$ cat src/rtl/conv1_ctrl_if.sv
// conv1_ctrl_if: handshake and result bus between the pixel source,
// the conv1 sequencer and the conv1 datapath.
interface conv1_ctrl_if #(
  parameter int WIDTH  = 28,
  parameter int HEIGHT = 36,
  parameter int NGRP   = 4
);
  localparam int GW = (NGRP > 1) ? $clog2(NGRP) : 1;
  localparam int RW = $clog2(HEIGHT);
  localparam int CW = $clog2(WIDTH);

  logic          start;
  logic          in_valid;
  logic          in_ready;
  logic          buf_shift;
  logic          calc_en;
  logic [GW-1:0] calc_grp;
  logic          out_valid;
  logic [GW-1:0] out_grp;
  logic [RW-1:0] out_row;
  logic [CW-1:0] out_col;
  logic          busy;
  logic          done;

  modport master (
    output start, in_valid,
    input  in_ready, buf_shift, calc_en, calc_grp,
    input  out_valid, out_grp, out_row, out_col,
    input  busy, done
  );

  modport slave (
    input  start, in_valid,
    output in_ready, buf_shift, calc_en, calc_grp,
    output out_valid, out_grp, out_row, out_col,
    output busy, done
  );
endinterface

$ cat src/rtl/conv1_ctrl.sv
// conv1_ctrl: first conv layer sequencer on a single clock.
// Feeds the line buffer and time-multiplexes channel groups.
module conv1_ctrl #(
  parameter int WIDTH    = 28,
  parameter int HEIGHT   = 36,
  parameter int KSIZE    = 3,
  parameter int OUT_CH   = 32,
  parameter int PAR      = 8,
  parameter int CALC_LAT = 3
) (
  input  logic        clk,
  input  logic        rst_n,
  conv1_ctrl_if.slave bus
);
  localparam int NGRP = OUT_CH / PAR;
  localparam int GW   = (NGRP > 1) ? $clog2(NGRP) : 1;
  localparam int RW   = $clog2(HEIGHT);
  localparam int CW   = $clog2(WIDTH);

  localparam logic [2:0] S_IDLE  = 3'd0;
  localparam logic [2:0] S_FEED  = 3'd1;
  localparam logic [2:0] S_CALC  = 3'd2;
  localparam logic [2:0] S_DRAIN = 3'd3;
  localparam logic [2:0] S_DONE  = 3'd4;

  localparam logic [CALC_LAT-1:0] OLD_M =
    CALC_LAT'(1) << (CALC_LAT - 1);

  logic [2:0]    state_q, state_d;
  logic [RW-1:0] row_q, row_d;
  logic [CW-1:0] col_q, col_d;
  logic [GW-1:0] grp_q, grp_d;
  logic [RW-1:0] prow_q, prow_d;
  logic [CW-1:0] pcol_q, pcol_d;
  logic          last_q, last_d;

  logic [CALC_LAT-1:0]         vld_q;
  logic [CALC_LAT-1:0][GW-1:0] dgrp_q;
  logic [CALC_LAT-1:0][RW-1:0] drow_q;
  logic [CALC_LAT-1:0][CW-1:0] dcol_q;

  logic accept;
  logic interior;
  logic col_last;
  logic row_last;
  logic grp_last;
  logic early_empty;

  assign accept   = (state_q == S_FEED) && bus.in_valid;
  assign interior = (row_q >= RW'(KSIZE - 1)) &&
                    (col_q >= CW'(KSIZE - 1));
  assign col_last = (col_q == CW'(WIDTH - 1));
  assign row_last = (row_q == RW'(HEIGHT - 1));
  assign grp_last = (grp_q == GW'(NGRP - 1));

  // only the oldest stage may still hold a result
  assign early_empty = (vld_q & ~OLD_M) == '0;

  assign bus.in_ready  = (state_q == S_FEED);
  assign bus.buf_shift = accept;
  assign bus.calc_en   = (state_q == S_CALC);
  assign bus.calc_grp  = grp_q;
  assign bus.busy      = (state_q != S_IDLE);
  assign bus.done      = (state_q == S_DONE);
  assign bus.out_valid = vld_q[CALC_LAT-1];
  assign bus.out_grp   = dgrp_q[CALC_LAT-1];
  assign bus.out_row   = drow_q[CALC_LAT-1];
  assign bus.out_col   = dcol_q[CALC_LAT-1];

  // next-state: pixel position tracking and group sequencing
  always_comb begin
    state_d = state_q;
    row_d   = row_q;
    col_d   = col_q;
    grp_d   = grp_q;
    prow_d  = prow_q;
    pcol_d  = pcol_q;
    last_d  = last_q;
    unique case (state_q)
      S_IDLE: begin
        if (bus.start) begin
          state_d = S_FEED;
          row_d   = '0;
          col_d   = '0;
          grp_d   = '0;
        end
      end
      S_FEED: begin
        if (bus.in_valid) begin
          if (col_last) begin
            col_d = '0;
            row_d = row_last ? '0 : row_q + RW'(1);
          end else begin
            col_d = col_q + CW'(1);
          end
          if (interior) begin
            state_d = S_CALC;
            grp_d   = '0;
            prow_d  = row_q - RW'(KSIZE - 1);
            pcol_d  = col_q - CW'(KSIZE - 1);
            last_d  = row_last && col_last;
          end
        end
      end
      S_CALC: begin
        if (grp_last) begin
          grp_d   = '0;
          state_d = last_q ? S_DRAIN : S_FEED;
        end else begin
          grp_d = grp_q + GW'(1);
        end
      end
      S_DRAIN: begin
        if (bus.out_valid && early_empty) begin
          state_d = S_DONE;
        end
      end
      S_DONE: begin
        state_d = S_IDLE;
      end
      default: begin
        state_d = S_IDLE;
      end
    endcase
  end

  // controller state and counters
  always_ff @(posedge clk or negedge rst_n) begin
    if (!rst_n) begin
      state_q <= S_IDLE;
      row_q   <= '0;
      col_q   <= '0;
      grp_q   <= '0;
      prow_q  <= '0;
      pcol_q  <= '0;
      last_q  <= 1'b0;
    end else begin
      state_q <= state_d;
      row_q   <= row_d;
      col_q   <= col_d;
      grp_q   <= grp_d;
      prow_q  <= prow_d;
      pcol_q  <= pcol_d;
      last_q  <= last_d;
    end
  end

  // result tag delay line matching the datapath latency
  always_ff @(posedge clk or negedge rst_n) begin
    if (!rst_n) begin
      vld_q  <= '0;
      dgrp_q <= '0;
      drow_q <= '0;
      dcol_q <= '0;
    end else begin
      vld_q[0]  <= (state_q == S_CALC);
      dgrp_q[0] <= grp_q;
      drow_q[0] <= prow_q;
      dcol_q[0] <= pcol_q;
      for (int i = 1; i < CALC_LAT; i++) begin
        vld_q[i]  <= vld_q[i-1];
        dgrp_q[i] <= dgrp_q[i-1];
        drow_q[i] <= drow_q[i-1];
        dcol_q[i] <= dcol_q[i-1];
      end
    end
  end
endmodule

$ cat src/flat_wrapper.sv
// flat-port wrapper written by rule: the top's interface ports become plain ports
module conv1_ctrl_flat 
#(
  parameter int WIDTH    = 28,
  parameter int HEIGHT   = 36,
  parameter int KSIZE    = 3,
  parameter int OUT_CH   = 32,
  parameter int PAR      = 8,
  parameter int CALC_LAT = 3
)
  (clk, rst_n, bus_start, bus_in_valid, bus_in_ready, bus_buf_shift, bus_calc_en, bus_calc_grp, bus_out_valid, bus_out_grp, bus_out_row, bus_out_col, bus_busy, bus_done);
  conv1_ctrl_if #(.WIDTH(WIDTH), .HEIGHT(HEIGHT), .NGRP(((32) / (8)))) bus_i ();
  input  logic clk;
  input  logic rst_n;
  input wire logic [$bits(bus_i.start)-1:0] bus_start;
  input wire logic [$bits(bus_i.in_valid)-1:0] bus_in_valid;
  output wire logic [$bits(bus_i.in_ready)-1:0] bus_in_ready;
  output wire logic [$bits(bus_i.buf_shift)-1:0] bus_buf_shift;
  output wire logic [$bits(bus_i.calc_en)-1:0] bus_calc_en;
  output wire logic [$bits(bus_i.calc_grp)-1:0] bus_calc_grp;
  output wire logic [$bits(bus_i.out_valid)-1:0] bus_out_valid;
  output wire logic [$bits(bus_i.out_grp)-1:0] bus_out_grp;
  output wire logic [$bits(bus_i.out_row)-1:0] bus_out_row;
  output wire logic [$bits(bus_i.out_col)-1:0] bus_out_col;
  output wire logic [$bits(bus_i.busy)-1:0] bus_busy;
  output wire logic [$bits(bus_i.done)-1:0] bus_done;
  assign bus_i.start = bus_start;
  assign bus_i.in_valid = bus_in_valid;
  assign bus_in_ready = bus_i.in_ready;
  assign bus_buf_shift = bus_i.buf_shift;
  assign bus_calc_en = bus_i.calc_en;
  assign bus_calc_grp = bus_i.calc_grp;
  assign bus_out_valid = bus_i.out_valid;
  assign bus_out_grp = bus_i.out_grp;
  assign bus_out_row = bus_i.out_row;
  assign bus_out_col = bus_i.out_col;
  assign bus_busy = bus_i.busy;
  assign bus_done = bus_i.done;
  conv1_ctrl #(.WIDTH(WIDTH), .HEIGHT(HEIGHT), .KSIZE(KSIZE), .OUT_CH(OUT_CH), .PAR(PAR), .CALC_LAT(CALC_LAT)) u_core (.clk(clk), .rst_n(rst_n), .bus(bus_i));
endmodule
$ cat config.mk
export PLATFORM = sky130hd
export DESIGN_NAME = conv1_ctrl_flat
export DESIGN_NICKNAME = d
export VERILOG_FILES = /design/src/rtl/conv1_ctrl_if.sv /design/src/rtl/conv1_ctrl.sv /design/src/flat_wrapper.sv
export SDC_FILE = /design/constraint.sdc
export NUM_CORES = 1
export LEC_CHECK = 0
export ABC_AREA = 1
export CAP_MARGIN = 25
export CORE_AREA = 2 2 96 98
export DETAILED_ROUTE_END_ITERATION = 10
export DIE_AREA = 0 0 98 100
export GPL_TIMING_DRIVEN = 0
export HOLD_SLACK_MARGIN = 0.15
export PLACE_DENSITY = 0.58
export RECOVER_POWER = 50
export SETUP_SLACK_MARGIN = 0.15
export SKIP_CTS_REPAIR_TIMING = 1
export SYNTH_ARGS = -nofsm -noshare
export SYNTH_HDL_FRONTEND = slang
export SYNTH_SLANG_ARGS = --single-unit
$ cat constraint.sdc
create_clock -name clk -period 1.95 [get_ports clk]
set_input_delay 0.2925 -clock clk [delete_from_list [all_inputs] [get_ports clk]]
set_output_delay 0.2925 -clock clk [all_outputs]
set_load 0.05 [all_outputs]
### Word-level counts from Yosys, hierarchy flattened

Index checks and enable logic that the tools add are counted.

* add/subtract/negate cells: 5
* magnitude comparators: 2
* equality and inequality tests: 13
* mux-type cells: 21
* reductions and logical operators: 14

Operators with widths (count)
* $mux 6: 4
* $mux 3: 5
* $mux 5: 3
* $pmux 3 s4: 1
* $pmux 6 s2: 1
* $mux 2: 5
* $pmux 5 s2: 1
* $ne 2x1->1 const B: 4
* $reduce_and 4->1: 2
* $add 6x1->6 const B: 1
* $eq 3x2->1 const B: 2
* $eq 6x6->1 const B: 1
* $ge 6x2->1 const B: 1
* $logic_not 3->1: 2
* $pmux 2 s3: 1
* $reduce_and 3->1: 2
* $reduce_bool 3->1: 2
* $sub 6x2->6 const B: 1
* $add 5x1->5 const B: 1
* $eq 5x5->1 const B: 1
* $ge 5x2->1 const B: 1
* $reduce_and 5->1: 1
* $sub 5x2->5 const B: 1
* $logic_and 1x1->1: 4
* other kinds (6): 7

* bits in registers: 70
* input port bits: 4
* output and inout bits: 21
* logic and storage cells: 72

### Depth between registers and ports, before layout

* depth in word-level cells: 5
* gate-level depth with buffers: 10
* gate-level depth less buffers: 9

### Worst setup path before layout

Ideal clock, no wire load.

* path kind: flip-flop to output port
* start: reg u_core.state_q[0]
* end: out bus_done
* arrival: 1.538 ns
* data required time: 1.657 ns
* slack: 0.119 ns
* stages on the path, launching flop included: 2
* path buffers: 0
* path through: dfrtp_1 -> nor3_1

* cells in the longest elaborated chain, start to end: 1

RTL lines
* start, declared: RTL line conv1_ctrl.sv:29 `logic [2:0] state_q, state_d;`
* start signal, assigned: RTL line conv1_ctrl.sv:138 `state_q <= state_d;`
* $eq 3x3->1: RTL line conv1_ctrl.sv:64 `assign bus.done = (state_q == S_DONE);`
* end, declared: RTL line flat_wrapper.sv:26 `output wire logic [$bits(bus_i.done)-1:0] bus_done;`

Every way passes these cells.

### Worst setup path after layout

* start: reg u_core.state_q[2]
* end: out bus_buf_shift

* cells in the longest elaborated chain, start to end: 2

RTL lines
* $eq 3x1->1: RTL line conv1_ctrl.sv:49 `assign accept = (state_q == S_FEED) && bus.in_valid;`
* $logic_and 1x1->1: RTL line conv1_ctrl.sv:49
* end, declared: RTL line flat_wrapper.sv:18 `output wire logic [$bits(bus_i.buf_shift)-1:0] bus_buf_shift;`

Every way passes these cells.

==> metrics.txt <==
TritonCTS clock tree built; antenna diode instance count 0; proportion of total power due to net switching 39.8%; data required time at the worst endpoint about 1.7 ns; count of final setup violators 0; number of port buffers 24; fraction of final layout cells with drive strength greater than 1 around a fifth; ports placed on the boundary 25; max capacitance violation total 0; number of antenna-violating nets in the routed design 0; number of H-tree branching levels 3; number of optimization iterations in the first detailed-route pass 4; arrival time at the worst endpoint about 1.6 ns; Root Driver sky130_fd_sc_hd__clkbuf_8; share of the yosys chip area belonging to registers roughly 62%; Worst Hold Path Cells 0; GRT Total Usage under 10%; number of DRC markers in iteration 0 92; minimum period implied by the final worst setup slack between 1.5 and 2 ns; total chip power 5.58 mW; DR DRC count 0; clock slew at the register clock pins of the worst setup and hold paths about 0.070 ns; Bufs on Longest Clock Path 2; setup tns final 0 ns; share of power burned in the clock network 18.9%; kind of end point of the critical path output port; wire length of the first global-routing pass a little under 8 mm; family with the most delay on the worst path buffers and inverters; distinct cell type count after synthesis 24; std cell rows 35; largest net degree at the start of global routing 71; Critical path buffers and inverters 4; worst setup path startpoint u_core.state_q[2]$_DFFE_PN0P_; Die Footprint about 9800 um2; via total after detailed routing between 1,500 and 2,000; GRT Residual Overflow 0; final hold viol count 0; number of global-route vias before repair around 1,700; path type of the worst min-delay path flip-flop to flip-flop; type of the worst setup path flip-flop to output port; aggregate routed wire length between 4 and 5 mm; post-synthesis area per instance between 10 and 15 um2; crit path max fanout 10; post-synthesis net count 277; crit path launch type flip-flop; clock sinks 70; post-route core utilization a little under 40%; total clock buffers created by CTS 9; number of storage elements in the synthesis netlist 70; clock latency of the later-clocked register in the worst-skew pair 0.34 ns; fin. max-slew vios 0; peak supply drop roughly 400 uV; gpl congestion between 0.8 and 0.9; sw power 2.22 mW; initial cell density of the core 31.8%; summed instance area of the synthesized netlist around 2800 um2; Synthesis Warnings 0; peak clock frequency supported by timing approximately 520 MHz; CORE AREA ~9000 um2; number of vias per cell between 4 and 5; number of gates on the worst path with buffers counted 5; overall die width ~98 um; CP dominant cell by count sky130_fd_sc_hd__buf_6; Routed WL per cell around 10 um; proportion of power drawn by combinational gates 40.2%; worst setup skew after layout 0.00806 ns; Pwr per Cell Area around 1600 nW/um2; HPWL after detailed placement around 2.9 mm; initial antenna violation count 0; cell breakdown of the critical path inv_1 -> nand4_1 -> inv_2 -> buf_6 -> buf_6; Int Pwr about 3.4 mW; die height 100 um; number of cells produced by synthesis about 260; maximum cell stage delay along the critical path around 0.42 ns; run status completed; number of cells traversed by the worst register-to-register path 9; worst-case headroom to the max-slew limit roughly 44%; Flop pwr share between 40 and 50%; startpoint of the lowest-slack register-to-register path u_core.row_q[0]$_DFFE_PN0P_; setup repair after global routing missed its margin true; Area Growth Syn to Fin 22.2%; Period Utilization, post-route a little over nine tenths; slew at the pin closest to its max-slew limit 0.836 ns; nets 313; slowest cell on the critical path sky130_fd_sc_hd__dfrtp_1; Hold Crit Start u_core.dcol_q[6]$_DFF_PN0_; leakage power around 2.0 nW
==> Yosys cell counts, drive strengths merged <==
cell type / instances / area share, %
nand4: 7 / 1.6
dfrtp: 70 / 62
nor2: 16 / 2.3
nand2: 68 / 9.4
xor2: 5 / 1.6
nand3b: 4 / 1.1
inv: 23 / 3.1
o22ai: 1 / 0.22
nor3: 1 / 0.18
xnor2: 1 / 0.31
ha: 9 / 4.0
a21oi: 5 / 1.2
nand3: 25 / 5.0
buf: 19 / 5.7
o21ai: 7 / 1.8
or2: 2 / 0.44
clkinv: 1 / 0.31
==> worst register-to-register path, stage by stage (launching register included) <==
cell                      delay (ns)
sky130_fd_sc_hd__dfrtp_1        0.45
sky130_fd_sc_hd__inv_1          0.09
sky130_fd_sc_hd__ha_1           0.19
sky130_fd_sc_hd__inv_1          0.05
sky130_fd_sc_hd__nand4_1        0.14
sky130_fd_sc_hd__nand2_1        0.13
sky130_fd_sc_hd__inv_2          0.06
sky130_fd_sc_hd__buf_4          0.16
sky130_fd_sc_hd__nand3_1        0.08
sky130_fd_sc_hd__nand2_1        0.06
==> power by group through the flow <==
stage / Clock [mW] / Sequential (mW) / Combinational [mW]
global route: 1.16 / 2.36 / 2.45
CTS: 1.11 / 2.28 / 2.28
floorplan: 0 / 2.32 / 1.64
detailed placement: 0 / 2.31 / 2.28
finish: 1.05 / 2.28 / 2.24
global placement: 0 / 2.27 / 2.26
==> state kept, by name (all words and copies together), names as in the netlist, 5 cells and up <==
register / cells
u_core.pcol_q: 5
u_core.dcol_q: 10
u_core.col_q: 5
u_core.prow_q: 6
u_core.row_q: 6
u_core.bus.out_col: 5
u_core.drow_q: 12
u_core.bus.out_row: 6
==> path summary, 6_finish.rpt <==
check	endpoint	slack [ns]
min reg2reg	u_core.bus.out_col[1]$_DFF_PN0_	0.35
min	u_core.bus.out_col[1]$_DFF_PN0_	0.35
max in group asynchronous	u_core.state_q[0]$_DFFE_PN0P_	0.77
min in group asynchronous	u_core.bus.out_grp[1]$_DFF_PN0_	0.59
max	bus_buf_shift	0.04
max reg2reg	u_core.prow_q[0]$_DFFE_PN0P_	0.44
==> cell type report <==
class | count | area (um2)
plain buffers | 19 | 161
clock buffers | 11 | 151
clock inverters | 5 | 33.8
fillers | 865 | 5440
inverters | 24 | 97.6
multi-input cells | 151 | 826
flip-flops and latches | 70 | 1750
well taps | 111 | 139
repair buffers | 25 | 289
==> layout by cell type, fill, tap and decap left out, types with 3 or more instances in the layout <==
master	count
sky130_fd_sc_hd__a21oi_1	3
sky130_fd_sc_hd__buf_4	16
sky130_fd_sc_hd__buf_6	6
sky130_fd_sc_hd__clkbuf_8	11
sky130_fd_sc_hd__dfrtp_1	68
sky130_fd_sc_hd__dlymetal6s2s_1	18
sky130_fd_sc_hd__ha_1	9
sky130_fd_sc_hd__inv_1	20
sky130_fd_sc_hd__nand2_1	64
sky130_fd_sc_hd__nand2_2	4
sky130_fd_sc_hd__nand3_1	22
sky130_fd_sc_hd__nand3_2	3
sky130_fd_sc_hd__nand3b_1	4
sky130_fd_sc_hd__nand4_1	7
sky130_fd_sc_hd__nor2_1	14
sky130_fd_sc_hd__o21ai_0	3
sky130_fd_sc_hd__o21ai_2	4
sky130_fd_sc_hd__xor2_1	5
==> stage by stage <==
step	area, um2	setup slack [ns]	instances	hold WS, ns
finish	3450	0.0427	416	0.348
global route	3450	-0.0527	416	0.357
CTS	3390	-0.644	415	0.0784
detailed placement	3210	-0.481	399	0.335
global placement	3210	-1.67	399	0.331
floorplan	2830	0.475	264	-0.00309
==> metal layers <==
layer | global-route usage, % | vias up | wire, um
li1 | - | 902 | -
met1 | 11.8 | 823 | 1910
met4 | 6.84 | 0 | 140
met5 | 0 | - | 0
met2 | 15.7 | 34 | 2020
met3 | 2.92 | 12 | 182
==> logic make-up after synthesis <==
kind of cell	count (synthesis)	synth area share, %
simple gates	123	19.9
buf+inv	43	9.08
fa+ha+maj	9	3.99
compound gates	13	3.15
flops	70	62.0
xor+xnor	6	1.86
No activity file was read; power rests on OpenSTA's default activity.
